## src/rtl/button_conditioner.sv

```systemverilog
// Button conditioner: per-button synchroniser, debounce, press pulse and
// optional auto-repeat, plus a single priority-arbitrated key event per cycle.
module button_conditioner #(
  parameter int unsigned DEBOUNCE_CYCLES = 1000000,
  parameter int unsigned HOLD_CYCLES     = 50000000,
  parameter int unsigned REPEAT_CYCLES   = 10000000,
  parameter bit          REPEAT_EN       = 1'b1,
  parameter bit          ACTIVE_LOW      = 1'b0
) (
  input  logic       sys_clk,
  input  logic       sys_rst,
  input  logic       button_up_in,
  input  logic       button_down_in,
  input  logic       button_left_in,
  input  logic       button_right_in,
  output logic [3:0] btn_level,
  output logic [3:0] btn_pulse,
  output logic       key_valid,
  output logic [1:0] key_code
);

  localparam int unsigned DW = (DEBOUNCE_CYCLES > 2) ? $clog2(DEBOUNCE_CYCLES) : 1;
  localparam logic [DW-1:0] DB_LAST = DW'(DEBOUNCE_CYCLES - 1);

  localparam int unsigned RMAX = (HOLD_CYCLES > REPEAT_CYCLES) ? HOLD_CYCLES : REPEAT_CYCLES;
  localparam int unsigned RW = $clog2(RMAX + 1);
  localparam logic [RW-1:0] HOLD_LAST = RW'(HOLD_CYCLES - 1);
  localparam logic [RW-1:0] REP_LAST  = RW'(REPEAT_CYCLES - 1);

  typedef enum logic [1:0] {StIdle, StHold, StRepeat} rep_state_e;

  logic [3:0] raw;
  logic [1:0] code_d;

  assign raw = {button_right_in, button_left_in, button_down_in, button_up_in}
             ^ {4{ACTIVE_LOW}};

  for (genvar i = 0; i < 4; i++) begin : g_chan
    logic          sync1_q, sync2_q;
    logic [DW-1:0] db_cnt_q, db_cnt_d;
    logic          level_q, level_d;
    logic          accept, press, fall;
    rep_state_e    state_q, state_d;
    logic [RW-1:0] rep_cnt_q, rep_cnt_d;
    logic          repeat_fire;
    logic          pulse_q;

    // Two-flop synchroniser for the asynchronous raw input
    always_ff @(posedge sys_clk or posedge sys_rst) begin
      if (sys_rst) begin
        sync1_q <= 1'b0;
        sync2_q <= 1'b0;
      end else begin
        sync1_q <= raw[i];
        sync2_q <= sync1_q;
      end
    end

    // Debounce: accept the synchronised level after DEBOUNCE_CYCLES steady cycles
    always_comb begin
      db_cnt_d = '0;
      level_d  = level_q;
      accept   = 1'b0;
      if (sync2_q != level_q) begin
        if (db_cnt_q == DB_LAST) begin
          accept  = 1'b1;
          level_d = sync2_q;
        end else begin
          db_cnt_d = db_cnt_q + DW'(1);
        end
      end
    end

    assign press = accept & sync2_q;
    assign fall  = accept & ~sync2_q;

    // Debounce counter and accepted level
    always_ff @(posedge sys_clk or posedge sys_rst) begin
      if (sys_rst) begin
        db_cnt_q <= '0;
        level_q  <= 1'b0;
      end else begin
        db_cnt_q <= db_cnt_d;
        level_q  <= level_d;
      end
    end

    // Repeat FSM state register
    always_ff @(posedge sys_clk or posedge sys_rst) begin
      if (sys_rst) begin
        state_q   <= StIdle;
        rep_cnt_q <= '0;
      end else begin
        state_q   <= state_d;
        rep_cnt_q <= rep_cnt_d;
      end
    end

    // Repeat FSM next state; an accepted release overrides everything
    always_comb begin
      state_d   = state_q;
      rep_cnt_d = rep_cnt_q;
      case (state_q)
        StIdle: begin
          if (press && REPEAT_EN) begin
            state_d   = StHold;
            rep_cnt_d = '0;
          end
        end
        StHold: begin
          if (rep_cnt_q == HOLD_LAST) begin
            state_d   = StRepeat;
            rep_cnt_d = '0;
          end else begin
            rep_cnt_d = rep_cnt_q + RW'(1);
          end
        end
        StRepeat: begin
          if (rep_cnt_q == REP_LAST) rep_cnt_d = '0;
          else                       rep_cnt_d = rep_cnt_q + RW'(1);
        end
        default: begin
          state_d   = StIdle;
          rep_cnt_d = '0;
        end
      endcase
      if (fall) begin
        state_d   = StIdle;
        rep_cnt_d = '0;
      end
    end

    // Repeat FSM output: fire at the end of each hold/repeat interval
    always_comb begin
      repeat_fire = 1'b0;
      if (!fall) begin
        if (state_q == StHold && rep_cnt_q == HOLD_LAST)       repeat_fire = 1'b1;
        else if (state_q == StRepeat && rep_cnt_q == REP_LAST) repeat_fire = 1'b1;
      end
    end

    // Registered press/repeat pulse, aligned with the level rising
    always_ff @(posedge sys_clk or posedge sys_rst) begin
      if (sys_rst) pulse_q <= 1'b0;
      else         pulse_q <= press | repeat_fire;
    end

    assign btn_level[i] = level_q;
    assign btn_pulse[i] = pulse_q;
  end

  // Lowest set pulse bit wins; hold the last code when nothing pulses
  always_comb begin
    code_d = key_code;
    for (int i = 3; i >= 0; i--) begin
      if (btn_pulse[i]) code_d = 2'(i);
    end
  end

  // Arbitrated key event, one cycle behind btn_pulse
  always_ff @(posedge sys_clk or posedge sys_rst) begin
    if (sys_rst) begin
      key_valid <= 1'b0;
      key_code  <= 2'd0;
    end else begin
      key_valid <= |btn_pulse;
      key_code  <= code_d;
    end
  end

endmodule

```

## config.mk

```make
export PLATFORM = sky130hd
export DESIGN_NAME = button_conditioner
export DESIGN_NICKNAME = d
export VERILOG_FILES = /design/src/rtl/button_conditioner.sv
export SDC_FILE = /design/constraint.sdc
export NUM_CORES = 1
export LEC_CHECK = 0
export CORE_AREA = 2 2 174 176
export DETAILED_ROUTE_END_ITERATION = 8
export DIE_AREA = 0 0 176 178
export GPL_TIMING_DRIVEN = 0
export MAX_ROUTING_LAYER = met4
export PLACE_DENSITY = 0.58
export SLEW_MARGIN = 20
export SYNTH_ARGS = -nofsm -noshare
export SYNTH_HDL_FRONTEND = slang
export SYNTH_SLANG_ARGS = --single-unit
export TNS_END_PERCENT = 50
```

## constraint.sdc

```tcl
create_clock -name sys_clk -period 11.9 [get_ports sys_clk]
set_clock_uncertainty 0.05 [all_clocks]
set_input_delay 3.57 -clock sys_clk [delete_from_list [all_inputs] [get_ports sys_clk]]
set_output_delay 3.57 -clock sys_clk [all_outputs]
set_load 0.02 [all_outputs]
```

==> impl_metrics.toml, run 1 <==
[clock_network]
ctsLongestPathBuffers = 3
cts.htree.levels = 1
cts_sinks = 211
root_buffer = "clkbuf_16"
cts_buffers = 26
cts_resized = 0
cts_setup_buffers = 0
path_clk_slew_ns = 0.06
cts-hold-fix-buffers = 0
clock_latency_ns = 0.53
cts_tree = "built"

[global_routing]
grt_pass1_vias = 8871
globalRouteOverflowTotal = 0
grt_pass1_wl_um = 43800
antenna_found_initial = 1
grt_use_total_pct = 17.1
grt_max_degree = 79

[final_layout]
fin_nets = 1338
final_cells = 1714
diodes = 0
area_growth_pct = 14.4
drive_gt1_share_pct = 7.70
fillCellCount = 2784
multi_input_area_um2 = 5910
fin_util_pct = 45.2
register_area_um2 = 5280

[sta]
final_hold_viol_count = 0
period_minus_slack_ns = 5.35
holdWs_ns = 0.291
fin_setup_tns_ns = 0
post-route-period-util_pct = 45.0
max_freq_ghz = 0.187
max_slew_margin_pct = 47.7
worst_slew_pin_slew_ns = 0.776
rsz0062_at_grt = "no"
setup_violations = 0
drv_slew = 0

[min_path]
min_path_type = "register to register"
holdCritStartpoint = "g_chan[1].sync1_q"

[floorplan]
die_height_um = 178
initial_core_util_pct = 39.5
rows = 63
dieArea_um2 = 31300
coreArea_um2 = 29400
die_w_um = 176
io-pin-count = 17

[yosys]
syn_area_um2 = 11600
yosys.area.top_type = "dfrtp_1"
post_synth.cell_area_avg_um2 = 9.22
ys_ff_latch = 211
synthTopCellsByArea = "dfrtp_1 46%, nor2_1 5.5%, nand2_1 4.6%"
synth_nets = 1292
yosysUniqueCellTypes = 68
syn_inst = 1258
yosys_warnings = 0
ys_seq_area_share_pct = 45.5
synth_top_flop_cell = "dfrtp_1"
synth-edff-count = 0
async_reset_ff_share_pct = 100
netlist.area_leader.share_pct = 45.5

[placed_design]
place.gp.congestion = 0.857
portBuffers = 16
dp.cells = 1666
hpwl_um = 17200

[critical_path]
start_kind = "register"
required_ns = 8.28
worstSetupPathType = "register to primary output"
crit_path_end_kind = "primary output"
r2r-start = "g_chan[1].rep_cnt_q[0]"
arrival_ns = 1.73
startpoint = "g_chan[0].level_q"
worstPathMaxFanout = 6

[drt]
routed_via_density = 5.40
ant_nets = 0
drc = 0
wire_per_inst_um = 14.9
initialDrtViolationCount = 538
dr.pass1.iters = 5
wirelength_um = 25500
vias = 9249

[power_and_ir_drop]
ir_drop_mv = 0.106
p_per_area_nw_per_um2 = 123
leakage_nw = 5.44

[status]
status = "completed"

[job]
maxCapViolations = 0
-- where the power goes --
part / internal (mW) / switching (mW)
clock: 0.553 / 0.319
sequential: 0.722 / 0.00378
combinational: 0.00850 / 0.0232
total: 1.28 / 0.346
-- cells in the mapped netlist, types with 26 or more instances --
| library cell | number |
|---|---|
| and2_1 | 28 |
| dfrtp_1 | 211 |
| ha_1 | 28 |
| inv_1 | 39 |
| nand2_1 | 143 |
| nand3_1 | 96 |
| nand4_1 | 46 |
| nor2_1 | 170 |
| nor3_1 | 26 |
| o21ai_0 | 27 |
| xnor2_1 | 44 |
| xor2_1 | 40 |
-- per-layer routing --
layer  GRT usage (%)  vias up  part of all wire (%)
met5               -        -                     0
met3            2.47       32                   3.2
met2            27.2      123                    45
met1            23.4     4496                    50
li1                -     4598                     -
met4            3.89        0                   1.7
-- cell families (layout without fill, tap and decap cells) --
group                    Yosys count  after routing  share of synthesized area, %
buffers and inverters             89            155                          3.66
adder cells (fa/ha/maj)           28             28                          3.02
XOR/XNOR                          84             84                          6.34
multiplexers                      15             15                          1.34
AND/OR/NAND/NOR                  643            643                          27.9
AO/OA/AOI/OAI                    188            188                          12.2
flip-flops                       211            211                          45.5
-- layout by cell type, fill, tap and decap left out, types with 6 or more instances in the layout --
| cell | n |
|---|---|
| dfrtp_1 | 211 |
| nor2_1 | 170 |
| nand2_1 | 143 |
| nand3_1 | 96 |
| nand4_1 | 46 |
| xnor2_1 | 44 |
| xor2_1 | 40 |
| inv_1 | 38 |
| and2_1 | 28 |
| ha_1 | 28 |
| clkbuf_1 | 27 |
| o21ai_0 | 27 |
| clkbuf_16 | 27 |
| nor3_1 | 26 |
| a22o_1 | 24 |
| and3_1 | 23 |
| a21o_1 | 21 |
| a21oi_1 | 18 |
| o311ai_0 | 17 |
| clkdlybuf4s50_1 | 16 |
| nor4_1 | 15 |
| a31oi_1 | 13 |
| o31ai_1 | 13 |
| and4_1 | 12 |
| buf_2 | 11 |
| or3_1 | 11 |
| mux2i_1 | 11 |
| or4_1 | 10 |
| or2_2 | 10 |
| nor4b_1 | 9 |
| o31a_1 | 9 |
| o311ai_1 | 9 |
| nand3_2 | 8 |
| buf_4 | 8 |
| nand2b_1 | 7 |
| nor2b_1 | 6 |
-- worst paths after layout --
path,endpoint,slack [ns],cells after the start
worst max-delay path,btn_level[0],6.55,2
worst min-delay path,g_chan[1].sync2_q,0.29,0
worst max register to register,g_chan[1].rep_cnt_q[6],9.09,8
worst min register to register,g_chan[1].sync2_q,0.29,0
max in group asynchronous,g_chan[0].rep_cnt_q[7],7.59,3
min in group asynchronous,g_chan[3].rep_cnt_q[5],3.43,2
-- final cells by class --
cell class                 count  share of cell area (%)
sequential                   211                    39.8
buffer                        50                    2.09
tap                          390                    3.68
multi-input combinational    958                    44.5
clock buffer                  35                    5.69
inverter                      39                    1.16
clock inverter                13                    1.51
timing repair buffer          18                    1.62
-- flip-flops by register name (all words and copies together), names as in the netlist --
signal / cells
g_chan.db_cnt_q: 80
g_chan.pulse_q: 4
key_code: 2
g_chan.rep_cnt_q: 104
key_valid: 1
g_chan.state_q: 8
g_chan.level_q: 4
g_chan.sync1_q: 4
g_chan.sync2_q: 4
-- critical path, cell delays in order, from the launching register on --
cell	delay, ns
dfrtp_1	0.46
buf_4	0.15
clkdlybuf4s50_1	0.59
-- stage by stage --
step           area [um2]  worst slack, ns  total power, mW
5_1_grt             13300             6.48             1.69
6_report            13300             6.55             1.63
2_1_floorplan       11600             2.51            0.760
3_3_place_gp        12300           -0.723            0.770
4_1_cts             13300             6.50             1.65
3_5_place_dp        12300             6.99            0.773
Power figures use the tool's default switching activity.
==> run 2, diff against run 1 <==
==> constraint.sdc (replaced) <==
create_clock -name sys_clk -period 5.02 [get_ports sys_clk]
set_clock_uncertainty 0.05 [all_clocks]
set_input_delay 1.506 -clock sys_clk [delete_from_list [all_inputs] [get_ports sys_clk]]
set_output_delay 1.506 -clock sys_clk [all_outputs]
set_load 0.02 [all_outputs]
==> run 2 against run 1 <==
  * Count of clock-buffer cells in the layout shrank 2
  * Critical path type unchanged
  * Critical path depth is the same
  * Total power grew 120%
  * Clock power grew 110%
  * Critical endpoint unchanged
  * Non-clock buffer count grew 5
==> impl_metrics.toml, run 2 (same netlist as run 1, synthesis figures left out) <==
[status]
status = "completed"

[power_and_ir_drop]
swShare_pct = 21.5
leakage_nw = 5.45
switching_power_mw = 0.782
p_int_mw = 2.86
pwr-share-comb_pct = 2.3
seqPwrFrac_pct = 47.2
ir_drop_mv = 0.224
p_per_area_nw_per_um2 = 275
power_frac_clock_pct = 50.5
power.total_mw = 3.64

[sta]
period_minus_slack_ns = 3.28
post-route-period-util_pct = 65.4
rsz0062_at_grt = "no"
worst_slew_pin_slew_ns = 0.773
fin_setup_tns_ns = 0
setup_violations = 0
setup_slack_ns = 1.74
max_freq_ghz = 0.305
final_hold_viol_count = 0
drv_slew = 0
max_slew_margin_pct = 48.0

[drt]
wirelength_um = 25500
routed_via_density = 5.43
wire_per_inst_um = 14.8
ant_nets = 0
vias = 9320
drc = 0
dr.pass1.iters = 5
initialDrtViolationCount = 615

[final_layout]
area_growth_pct = 14.2
diodes = 0
largest_reg_flops = 104
largestRegisters = "g_chan.rep_cnt_q x104, g_chan.db_cnt_q x80, g_chan.state_q x8"
drive_gt1_share_pct = 8.00
fin_nets = 1342
fin_util_pct = 45.1
final_cell_mix = "211 x dfrtp_1, 170 x nor2_1, 143 x nand2_1"
regMostFlops = "g_chan.rep_cnt_q"
final_cells = 1715
layout_commonest_cell = "dfrtp_1"

[clock_network]
ctsLongestPathBuffers = 3
cts.htree.levels = 1
root_buffer = "clkbuf_16"
cts_resized = 0
cts_tree = "built"
cts-hold-fix-buffers = 0
cts_sinks = 211
cts_setup_buffers = 0
clock_latency_ns = 0.52
path_clk_slew_ns = 0.06
cts_buffers = 25

[critical_path]
worstSetupPathType = "register to primary output"
critical_path.top_delay_family = "buffers and inverters"
path_cells = "buf_4 > clkdlybuf4s50_1"
required_ns = 3.46
max_stage_delay_ns = 0.59
crit_path_end_kind = "primary output"
critPathSlowestCell = "clkdlybuf4s50_1"
start_kind = "register"
worst-path-buf-inv = 2
arrival_ns = 1.73
worstPathMaxFanout = 6

[floorplan]
dieArea_um2 = 31300
coreArea_um2 = 29400
die_w_um = 176
die_height_um = 178
io-pin-count = 17
initial_core_util_pct = 39.5
rows = 63

[placed_design]
place.gp.congestion = 0.852
hpwl_um = 17700
portBuffers = 16
post-place-ws_ns = 1.70
dp.cells = 1671

[global_routing]
grt_pass1_vias = 9055
antenna_found_initial = 1
grt_use_total_pct = 17.5
globalRouteOverflowTotal = 0
grt_pass1_wl_um = 44500
grt_max_degree = 33

[min_path]
min_path_type = "register to register"

[job]
maxCapViolations = 0
[run 2: cell types whose count changed in the layout (fill, tap and decap cells not counted)]
cell | previous run | this run
buf_12 | 1 | 8
clkinv_2 | 4 | 8
bufinv_16 | 5 | 2
clkbuf_1 | 27 | 24
clkbuf_8 | 5 | 8
buf_16 | 2 | 0
clkbuf_16 | 27 | 25
clkinvlp_4 | 4 | 2
inv_8 | 1 | 0
[run 2: power by group through the flow]
stage          clock network (mW)  logic (mW)  registers (mW)
2_1_floorplan                   0      0.0512            1.75
3_3_place_gp                    0      0.0736            1.75
3_5_place_dp                    0      0.0880            1.75
4_1_cts                      1.90      0.0882            1.72
5_1_grt                      1.96      0.0980            1.72
6_report                     1.84      0.0830            1.72
[run 2: final timing paths]
check / start / slack (ns) / end / cells after the start
max in group asynchronous: sys_rst / 2.34 / g_chan[0].db_cnt_q[0] / 6
max: g_chan[0].level_q / 1.74 / btn_level[0] / 2
max reg2reg: g_chan[1].rep_cnt_q[0] / 2.15 / g_chan[1].rep_cnt_q[6] / 8
min reg2reg: g_chan[1].sync1_q / 0.30 / g_chan[1].sync2_q / 0
min: g_chan[1].sync1_q / 0.30 / g_chan[1].sync2_q / 0
min in group asynchronous: sys_rst / 1.35 / g_chan[3].rep_cnt_q[5] / 2
[run 2: metrics by stage]
step           area [um2]  hold slack [ns]
6_report            13200            0.305
4_1_cts             13200            0.308
2_1_floorplan       11600            0.281
3_3_place_gp        12300            0.290
3_5_place_dp        12400            0.287
5_1_grt             13200            0.316
[run 2: metal layers]
layer / track usage [%] / vias up / part of all wire [%]
met5: - / - / 0
met4: 4.20 / 0 / 2.3
met1: 24.0 / 4522 / 49
met2: 27.7 / 142 / 46
met3: 2.24 / 44 / 3.4
li1: - / 4612 / -
[run 2: final cells by class]
class	count	area [um2]
multi-input combinational	958	5910
inverter	39	150
tap	390	488
clock buffer	33	736
timing repair buffer	23	300
sequential	211	5280
clock inverter	11	108
buffer	50	278
fill	2827	16200
[run 2: worst register-to-register path, cell delays in order (launching register included)]
cell	delay [ns]
dfrtp_1	0.41
ha_1	0.19
nand3_1	0.26
or2_1	0.37
o41a_1	0.41
o211a_2	0.34
clkbuf_1	0.27
o211a_1	0.20
a221o_1	0.26
==> run 3, diff against run 2 <==
--- a/config.mk
+++ b/config.mk
@@ -10,7 +10,7 @@
 export DIE_AREA = 0 0 176 178
 export GPL_TIMING_DRIVEN = 0
 export MAX_ROUTING_LAYER = met4
-export PLACE_DENSITY = 0.58
+export PLACE_DENSITY = 0.6
 export SLEW_MARGIN = 20
 export SYNTH_ARGS = -nofsm -noshare
 export SYNTH_HDL_FRONTEND = slang
==> constraint.sdc (replaced) <==
create_clock -name sys_clk -period 2.77 [get_ports sys_clk]
set_clock_uncertainty 0.05 [all_clocks]
set_input_delay 0.831 -clock sys_clk [delete_from_list [all_inputs] [get_ports sys_clk]]
set_output_delay 0.831 -clock sys_clk [all_outputs]
set_load 0.02 [all_outputs]
==> run 3 against run 2 <==
  * Wire length fell by 1.7%
  * Sequential power rose by 81%
  * Total power rose by 79%
  * Register-to-register slack got worse by 2.0 ns
  * Global-route usage fell by 0.64 points
  * Final cell count rose by 0.29%
  * Non-clock buffer count rose by 6
==> impl_metrics.toml, run 3 (same netlist as run 1, synthesis figures left out) <==
[power_and_ir_drop]
power_frac_clock_pct = 49.8
leakage_nw = 5.50
ir_drop_mv = 0.384
p_per_area_nw_per_um2 = 489
swShare_pct = 21.1
pwr-share-comb_pct = 2.4
p_int_mw = 5.16
seqPwrFrac_pct = 47.7
switching_power_mw = 1.38

[critical_path]
crit_path_end_kind = "primary output"
arrival_ns = 1.79
path_cells = "buf_4 > clkdlybuf4s50_1"
worstSetupPathType = "register to primary output"
required_ns = 1.89
critical_path.top_delay_family = "buffers and inverters"
start_kind = "register"
worst-r2r-setup-slack_ns = 0.11
critPathSlowestCell = "clkdlybuf4s50_1"
max_stage_delay_ns = 0.59
worstPathMaxFanout = 4
worst-path-buf-inv = 2

[final_layout]
drive_gt1_share_pct = 9.02
largest_reg_flops = 104
diodes = 0
final_cell_area_um2 = 13400
final_cells = 1720
layout_commonest_cell = "dfrtp_1"
final_cell_mix = "210 x dfrtp_1, 170 x nor2_1, 143 x nand2_1"
regMostFlops = "g_chan.rep_cnt_q"
area_growth_pct = 15.3
fin_nets = 1348
largestRegisters = "g_chan.rep_cnt_q x104, g_chan.db_cnt_q x80, g_chan.state_q x8"

[global_routing]
globalRouteOverflowTotal = 0
grt_use_total_pct = 16.8
antenna_found_initial = 0
grt_max_degree = 32
grt_pass1_vias = 8794
grt_pass1_wl_um = 43300

[drt]
drc = 0
initialDrtViolationCount = 703
wirelength_um = 25000
dr.pass1.iters = 4
ant_nets = 0
vias = 9306
routed_via_density = 5.41
wire_per_inst_um = 14.6

[clock_network]
cts.htree.levels = 1
cts_sinks = 211
path_clk_slew_ns = 0.06
clock_latency_ns = 0.53
cts_buffers = 25
root_buffer = "clkbuf_16"
cts_tree = "built"
ctsLongestPathBuffers = 3

[sta]
final_hold_viol_count = 0
post-route-period-util_pct = 96.5
holdWs_ns = 0.298
worst_slew_pin_slew_ns = 0.712
setup_violations = 0
rsz0062_at_grt = "yes"
drv_slew = 0
fin_setup_tns_ns = 0
max_slew_margin_pct = 52.2
max_freq_ghz = 0.374
period_minus_slack_ns = 2.67

[floorplan]
dieArea_um2 = 31300
die_w_um = 176
die_height_um = 178
rows = 63
initial_core_util_pct = 39.5
io-pin-count = 17
coreArea_um2 = 29400

[placed_design]
place.gp.congestion = 0.872
dp.cells = 1672
dpl_cell_area_um2 = 12400
portBuffers = 16
hpwl_um = 17400

[min_path]
min_path_type = "register to register"

[job]
maxCapViolations = 0

[status]
status = "completed"
run 3: cell type report:
class                           instances  area, um2
Inverter                               39        150
Multi-Input combinational cell        958       6000
Buffer                                 49        279
Timing Repair Buffer                   30        365
Sequential cell                       211       5280
Fill cell                            2789      16000
Clock buffer                           39        738
Tap cell                              390        488
Clock inverter                          4       73.8
run 3: power by group through the flow:
stage	Combinational (mW)	Sequential (mW)	Clock (mW)
3_3_place_gp	0.133	3.18	0
4_1_cts	0.163	3.12	3.36
5_1_grt	0.184	3.12	3.46
3_5_place_dp	0.163	3.17	0
6_report	0.158	3.12	3.26
2_1_floorplan	0.0928	3.17	0
run 3: routing by layer:
metal	up-vias	wire, um	global-route usage [%]
li1	4619	-	-
met3	48	855	2.15
met2	165	11300	26.3
met5	-	0	-
met4	0	558	4.24
met1	4474	12300	23.3
run 3: path summary, 6_finish.rpt:
check                                               to               startpoint  cells past startpoint
worst max-delay path                      btn_pulse[3]        g_chan[3].pulse_q                      2
worst min-delay path                 g_chan[1].sync2_q        g_chan[1].sync1_q                      0
worst max register to register  g_chan[3].rep_cnt_q[7]  g_chan[3].rep_cnt_q[17]                      7
worst min register to register       g_chan[1].sync2_q        g_chan[1].sync1_q                      0
max in group asynchronous       g_chan[2].rep_cnt_q[4]                  sys_rst                      7
min in group asynchronous            g_chan[3].sync1_q                  sys_rst                      2
run 3: what timing repair did:
action	in CTS	in global routing
hold buffers	0	0
setup buffers	0	6
gates resized for setup	3	24
setup endpoints to repair	26	82
pin swaps	0	2
run 3: stage by stage:
stage / worst slack, ns / util, % / power (mW)
after floorplan: -0.853 / - / 3.26
after global placement: -2.67 / 41.7 / 3.31
after detailed placement: -0.258 / 42.2 / 3.34
after CTS: 0.00907 / 45.0 / 6.64
after global routing: -0.0277 / 45.5 / 6.76
final: 0.0972 / 45.5 / 6.54
